File: src/rtl/mha_pkg.sv
// Shared definitions for the weight-stationary MAC array sequencer:
// FSM encoding, accumulator width and weight-control polarity.
package mha_pkg;

  typedef enum logic [2:0] {
    ST_IDLE,
    ST_LOAD,
    ST_FEED,
    ST_DRAIN,
    ST_DONE
  } state_t;

  // MAC control value that shifts weights down one row.
  localparam logic READ_WEIGHT_DATA = 1'b1;

  // Accumulator width of a MAC column: full product plus growth over the rows.
  function automatic int ACC_W(input int bit_width, input int rows);
    return 2 * bit_width + rows - 1;
  endfunction

endpackage

File: src/rtl/systolic_array_ctrl_if.sv
// Bundle of job control, weight/feature streams and array-facing signals
// shared by the sequencer and its environment.
interface systolic_array_ctrl_if
  import mha_pkg::*;
#(
  parameter int ROWS      = 4,
  parameter int COLS      = 4,
  parameter int BIT_WIDTH = 8,
  parameter int CNT_W     = 8
);
  localparam int ACC_WIDTH = ACC_W(BIT_WIDTH, ROWS);

  logic                          start;
  logic [CNT_W-1:0]              cfg_num_vec;
  logic                          busy;
  logic                          done;
  logic                          wt_valid;
  logic                          wt_ready;
  logic [COLS*BIT_WIDTH-1:0]     wt_data;
  logic                          in_valid;
  logic                          in_ready;
  logic [ROWS*BIT_WIDTH-1:0]     in_data;
  logic                          arr_control;
  logic [COLS*BIT_WIDTH-1:0]     arr_weight;
  logic [ROWS*BIT_WIDTH-1:0]     arr_data;
  logic [COLS*ACC_WIDTH-1:0]     arr_acc_top;
  logic [COLS-1:0]               out_col_valid;

  modport master (
    output start, cfg_num_vec, wt_valid, wt_data, in_valid, in_data,
    input  busy, done, wt_ready, in_ready, arr_control, arr_weight,
           arr_data, arr_acc_top, out_col_valid
  );

  modport slave (
    input  start, cfg_num_vec, wt_valid, wt_data, in_valid, in_data,
    output busy, done, wt_ready, in_ready, arr_control, arr_weight,
           arr_data, arr_acc_top, out_col_valid
  );
endinterface

File: src/rtl/systolic_array_ctrl_skew_line.sv
// Fixed-depth delay line for one array row, with a flag telling the
// sequencer whether any stage still holds a nonzero element.
module skew_line #(
  parameter int DEPTH = 1,
  parameter int WIDTH = 8
) (
  input  logic             clk,
  input  logic             reset,
  input  logic [WIDTH-1:0] d,
  output logic [WIDTH-1:0] q,
  output logic             nonzero
);
  logic [WIDTH-1:0] stage_reg [DEPTH];

  always_ff @(posedge clk) begin
    if (!reset) begin
      for (int i = 0; i < DEPTH; i++) stage_reg[i] <= '0;
    end else begin
      stage_reg[0] <= d;
      for (int i = 1; i < DEPTH; i++) stage_reg[i] <= stage_reg[i-1];
    end
  end

  assign q = stage_reg[DEPTH-1];

  always_comb begin
    nonzero = 1'b0;
    for (int i = 0; i < DEPTH; i++) nonzero = nonzero | (|stage_reg[i]);
  end
endmodule

File: src/rtl/systolic_array_ctrl.sv
// Job sequencer for a weight-stationary MAC array: loads ROWS weight rows,
// streams skewed feature vectors, drains, and flags valid bottom-row results.
module systolic_array_ctrl
  import mha_pkg::*;
#(
  parameter int ROWS      = 4,
  parameter int COLS      = 4,
  parameter int BIT_WIDTH = 8,
  parameter int CNT_W     = 8
) (
  input  logic                 clk,
  input  logic                 reset,
  systolic_array_ctrl_if.slave bus
);
  localparam int WCNT_W  = $clog2(ROWS + 1);
  localparam int TOK_LEN = ROWS + COLS + 1;

  state_t              state_reg, state_next;
  logic [WCNT_W-1:0]   wcnt_reg, wcnt_next;
  logic [CNT_W-1:0]    vcnt_reg, vcnt_next;
  logic [CNT_W-1:0]    num_vec_reg, num_vec_next;
  logic [TOK_LEN-1:0]  tok_reg;
  logic [ROWS-1:0]     skew_busy;
  logic [ROWS*BIT_WIDTH-1:0] skew_q;
  logic                wt_fire;
  logic                in_fire;

  assign wt_fire = bus.wt_valid & (state_reg == ST_LOAD);
  assign in_fire = bus.in_valid & (state_reg == ST_FEED);

  always_ff @(posedge clk) begin
    if (!reset) begin
      state_reg   <= ST_IDLE;
      wcnt_reg    <= '0;
      vcnt_reg    <= '0;
      num_vec_reg <= '0;
      tok_reg     <= '0;
    end else begin
      state_reg   <= state_next;
      wcnt_reg    <= wcnt_next;
      vcnt_reg    <= vcnt_next;
      num_vec_reg <= num_vec_next;
      tok_reg     <= {tok_reg[TOK_LEN-2:0], in_fire};
    end
  end

  always_comb begin
    state_next   = state_reg;
    wcnt_next    = wcnt_reg;
    vcnt_next    = vcnt_reg;
    num_vec_next = num_vec_reg;
    case (state_reg)
      ST_IDLE: begin
        if (bus.start) begin
          num_vec_next = bus.cfg_num_vec;
          wcnt_next    = '0;
          vcnt_next    = '0;
          state_next   = ST_LOAD;
        end
      end
      ST_LOAD: begin
        if (wt_fire) begin
          if (wcnt_reg == WCNT_W'(ROWS - 1)) begin
            wcnt_next  = '0;
            state_next = (num_vec_reg == '0) ? ST_DRAIN : ST_FEED;
          end else begin
            wcnt_next = wcnt_reg + WCNT_W'(1);
          end
        end
      end
      ST_FEED: begin
        if (in_fire) begin
          if (vcnt_reg == num_vec_reg - CNT_W'(1)) begin
            vcnt_next  = '0;
            state_next = ST_DRAIN;
          end else begin
            vcnt_next = vcnt_reg + CNT_W'(1);
          end
        end
      end
      // Last result has left the array once no token or skewed element remains.
      ST_DRAIN: if (tok_reg == '0 && skew_busy == '0) state_next = ST_DONE;
      ST_DONE:  state_next = ST_IDLE;
      default:  state_next = ST_IDLE;
    endcase
  end

  genvar gi;
  generate
    for (gi = 0; gi < ROWS; gi++) begin : g_skew
      logic [BIT_WIDTH-1:0] elem;
      assign elem = in_fire ? bus.in_data[gi*BIT_WIDTH +: BIT_WIDTH] : '0;
      skew_line #(.DEPTH(gi + 1), .WIDTH(BIT_WIDTH)) u_skew (
        .clk     (clk),
        .reset   (reset),
        .d       (elem),
        .q       (skew_q[gi*BIT_WIDTH +: BIT_WIDTH]),
        .nonzero (skew_busy[gi])
      );
    end
  endgenerate

  assign bus.busy          = (state_reg == ST_LOAD) || (state_reg == ST_FEED) ||
                             (state_reg == ST_DRAIN);
  assign bus.done          = (state_reg == ST_DONE);
  assign bus.wt_ready      = (state_reg == ST_LOAD);
  assign bus.in_ready      = (state_reg == ST_FEED);
  assign bus.arr_control   = wt_fire ? READ_WEIGHT_DATA : ~READ_WEIGHT_DATA;
  assign bus.arr_weight    = wt_fire ? bus.wt_data : '0;
  assign bus.arr_data      = skew_q;
  assign bus.arr_acc_top   = '0;
  assign bus.out_col_valid = tok_reg[TOK_LEN-1:ROWS+1];
endmodule

File: src/flat_wrapper.sv
// flat-port wrapper written by rule: the top's interface ports become plain ports
module systolic_array_ctrl_flat import mha_pkg::*;
#(
  parameter int ROWS      = 4,
  parameter int COLS      = 4,
  parameter int BIT_WIDTH = 8,
  parameter int CNT_W     = 8
)
  (clk, reset, bus_start, bus_cfg_num_vec, bus_wt_valid, bus_wt_data, bus_in_valid, bus_in_data, bus_busy, bus_done, bus_wt_ready, bus_in_ready, bus_arr_control, bus_arr_weight, bus_arr_data, bus_arr_acc_top, bus_out_col_valid);
  systolic_array_ctrl_if #(.ROWS(ROWS), .COLS(COLS), .BIT_WIDTH(BIT_WIDTH), .CNT_W(CNT_W)) bus_i ();
  input  logic clk;
  input  logic reset;
  input wire logic [$bits(bus_i.start)-1:0] bus_start;
  input wire logic [$bits(bus_i.cfg_num_vec)-1:0] bus_cfg_num_vec;
  input wire logic [$bits(bus_i.wt_valid)-1:0] bus_wt_valid;
  input wire logic [$bits(bus_i.wt_data)-1:0] bus_wt_data;
  input wire logic [$bits(bus_i.in_valid)-1:0] bus_in_valid;
  input wire logic [$bits(bus_i.in_data)-1:0] bus_in_data;
  output wire logic [$bits(bus_i.busy)-1:0] bus_busy;
  output wire logic [$bits(bus_i.done)-1:0] bus_done;
  output wire logic [$bits(bus_i.wt_ready)-1:0] bus_wt_ready;
  output wire logic [$bits(bus_i.in_ready)-1:0] bus_in_ready;
  output wire logic [$bits(bus_i.arr_control)-1:0] bus_arr_control;
  output wire logic [$bits(bus_i.arr_weight)-1:0] bus_arr_weight;
  output wire logic [$bits(bus_i.arr_data)-1:0] bus_arr_data;
  output wire logic [$bits(bus_i.arr_acc_top)-1:0] bus_arr_acc_top;
  output wire logic [$bits(bus_i.out_col_valid)-1:0] bus_out_col_valid;
  assign bus_i.start = bus_start;
  assign bus_i.cfg_num_vec = bus_cfg_num_vec;
  assign bus_i.wt_valid = bus_wt_valid;
  assign bus_i.wt_data = bus_wt_data;
  assign bus_i.in_valid = bus_in_valid;
  assign bus_i.in_data = bus_in_data;
  assign bus_busy = bus_i.busy;
  assign bus_done = bus_i.done;
  assign bus_wt_ready = bus_i.wt_ready;
  assign bus_in_ready = bus_i.in_ready;
  assign bus_arr_control = bus_i.arr_control;
  assign bus_arr_weight = bus_i.arr_weight;
  assign bus_arr_data = bus_i.arr_data;
  assign bus_arr_acc_top = bus_i.arr_acc_top;
  assign bus_out_col_valid = bus_i.out_col_valid;
  systolic_array_ctrl #(.ROWS(ROWS), .COLS(COLS), .BIT_WIDTH(BIT_WIDTH), .CNT_W(CNT_W)) u_core (.clk(clk), .reset(reset), .bus(bus_i));
endmodule
File: config.mk
export PLATFORM = sky130hd
export DESIGN_NAME = systolic_array_ctrl_flat
export DESIGN_NICKNAME = d
export VERILOG_FILES = /design/src/rtl/mha_pkg.sv /design/src/rtl/systolic_array_ctrl_if.sv /design/src/rtl/systolic_array_ctrl_skew_line.sv /design/src/rtl/systolic_array_ctrl.sv /design/src/flat_wrapper.sv
export SDC_FILE = /design/constraint.sdc
export NUM_CORES = 1
export LEC_CHECK = 0
export CAP_MARGIN = 20
export CORE_MARGIN = 2
export CORE_UTILIZATION = 40
export DETAILED_ROUTE_END_ITERATION = 12
export GPL_ROUTABILITY_DRIVEN = 0
export GPL_TIMING_DRIVEN = 0
export PLACE_DENSITY = 0.87
export SYNTH_ARGS = -nofsm -noshare
export SYNTH_HDL_FRONTEND = slang
export SYNTH_SLANG_ARGS = --single-unit
File: constraint.sdc
create_clock -name clk -period 2.5 [get_ports clk]
set_input_delay 0.5 -clock clk [delete_from_list [all_inputs] [get_ports clk]]
set_output_delay 0.5 -clock clk [all_outputs]
set_load 0.02 [all_outputs]
==> reports/qor.yml <==
final_layout:
  fin_util_pct: 59.3
  final_cell_mix: "clkdlybuf4s50_1 (116), dfxtp_1 (111), buf_4 (99)"
  final_nets: 839
  fillers: 1078
  area_growth_syn_to_layout_pct: 45.2
  n_antenna_cell: 0
  seq_area_um2: 2220
  stdcell_count: 911
  largest_reg_flops: 80
  fin_area_um2: 7130
  drive_above_1_share_pct: 17.5
  multiInputGateArea_um2: 2120
  layout_commonest_cell: "clkdlybuf4s50_1"
logic_synthesis:
  syn_area_um2: 4910
  ys_async_sr_fraction_pct: 0
  yosys.area.top_type: "dfxtp_1"
  yosys-top-cells-area: "dfxtp_1 (45%), buf_4 (15%), and2_1 (12%), and3_1 (4.5%), nor4_1 (3.1%)"
  yosysSeqAreaShare_pct: 45.3
  yosysTopAreaCellShare_pct: 45.3
  ys_types: 47
  synth_edf_count: 0
  synth_cells: 525
  ys_warn_count: 0
  avgSynthCellArea_um2: 9.35
  synth_ff_type: "dfxtp_1"
  ys_seq_elements: 111
clocking:
  cts.clk_slew.worst_paths_ns: 0.08
  cts_sinks: 111
  cts_buffer_depth: 2
  htree_levels: 3
  postCtsSetupBuffers: 0
  cts_tree: "built"
  cts_inserted_buffers: 9
  root_buffer: "clkbuf_16"
  worstSkewPairLatency_ns: 0.35
drt:
  drc_errors: 0
  post_drt_wl_per_cell_um: 13.1
  route.vias.total: 3978
  final_antenna_net_count: 0
  drt-pass1-iter-count: 4
  via_per_inst: 4.37
  drt_iter0_markers: 153
  drt_wl_total_um: 11900
grt:
  antenna_found_initial: 0
  grt_pass1_wl_um: 18100
  grt_max_degree: 20
  grt_overflow: 0
  grt_use_total_pct: 17.4
  grt_pass1_vias: 3766
die:
  rows: 40
  core_area_um2: 12000
  chipWidth_um: 115
  dieArea_um2: 13200
  ios: 226
  initial_utilization_pct: 40.9
  die_h_um: 115
run_status:
  outcome: "finished clean"
critical_path:
  worstSetupPathType: "flip-flop to output port"
  crit_chain: "buf_2, and3_4, and3_1, clkdlybuf4s50_1"
  required_ns: 2.00
  max_stage_delay_ns: 0.60
  path_max_fanout: 10
  path_delay_family: "buffers and inverters"
  worstPathArrival_ns: 1.91
  end_kind: "output port"
  slowest_stage: "clkdlybuf4s50_1"
  cp-start-kind: "flip-flop"
  path_buf_inv: 2
power:
  p_leak_nw: 3.46
  p_total_mw: 3.74
  power_density_nw_per_um2: 525
  irDropWorstVdd_mv: 0.315
sta:
  setup_viol: 0
  report.final.slew_viol_count: 0
  hold_viol_final: 0
  post-route-period-util_pct: 96.4
  worst_slack_ns: 0.0906
  final.min_clock_period_ns: 2.41
  fin_tns_setup_ns: 0
  clock_skew_ns: 0.0106
  max_freq_mhz: 415
  fin_hold_ws_ns: 0.457
  rsz0062_at_grt: "no"
min_path:
  hold_class: "flip-flop to flip-flop"
place:
  placed_area_um2: 6870
  dp_hpwl_um: 9430
  port_buffers: 149
  place_ws_ns: -0.338
  placed_cells: 896
flow_run:
  cap_violations: 0
[logic make-up (layout without fill, tap and decap cells)]
| kind of cell | Yosys count | after routing | synth area share (%) |
|---|---|---|---|
| AOI/OAI and AO/OA | 41 | 41 | 6.09 |
| xor gates and xnor gates | 13 | 13 | 2.32 |
| adders and majority gates | 3 | 3 | 0.765 |
| buffers and inverters | 126 | 290 | 17.4 |
| DFF | 111 | 111 | 45.3 |
| muxes | 2 | 2 | 0.408 |
| other | 1 | 76 | 0.0764 |
| and+or+nand+nor | 228 | 228 | 27.6 |
[area by class of cell]
cell class	instances	area share, %
Clock inverter	6	0.755
Clock buffer	10	3.21
Buffer	121	11.8
Multi-Input combinational cell	363	29.8
Tap cell	147	2.58
Sequential cell	111	31.2
Inverter	4	0.211
Timing Repair Buffer	149	20.5
[layer usage]
metal	vias to the layer above	global-route usage, %	part of all wire [%]
met5	-	0	0
met4	0	3.21	0.56
met3	10	4.96	6.2
met2	117	30.8	52
met1	1803	21.2	42
li1	2048	-	-
[power by group]
group          total, mW  switching [mW]  leakage [nW]  internal (mW)
logic              0.593           0.307          2.42          0.287
registers           1.79          0.0137         0.895           1.78
clock network       1.36           0.663         0.138          0.693
total               3.74           0.984          3.46           2.76
[repair_timing]
item | CTS | global route
gates resized for setup | 39 | 5
cloned | 0 | 0
setup endpoints to repair | 35 | 18
hold buffers | 0 | 0
[cells in the mapped netlist, types with 2 or more instances]
cell	count
and3_1	35
buf_4	99
nand3_1	6
nor2b_1	3
clkbuf_1	19
and2_1	93
o211ai_1	2
xnor2_1	5
nor3b_1	2
nor4_1	24
nand2_1	31
ha_1	3
nand3b_1	2
dfxtp_1	111
o21ai_0	4
mux2i_1	2
a31oi_1	2
a21boi_0	9
nor3_4	2
nand4_1	8
a221o_1	2
buf_2	3
a21oi_1	10
nand2b_1	2
inv_1	4
nor3_1	5
xor2_1	8
nor2_1	10
[worst paths after layout]
check | start | to | slack [ns] | depth (start not counted)
min reg2reg | u_core.g_skew[2].u_skew.stage_reg[0][2] | u_core.g_skew[2].u_skew.stage_reg[0][10] | 0.46 | 1
min | u_core.g_skew[2].u_skew.stage_reg[0][2] | u_core.g_skew[2].u_skew.stage_reg[0][10] | 0.46 | 1
max reg2reg | u_core.num_vec_reg[1] | u_core.vcnt_reg[3] | 0.26 | 8
max | u_core.state_reg[0] | bus_arr_weight[1] | 0.09 | 4
Note: power is estimated with default switching activity, not from simulation.
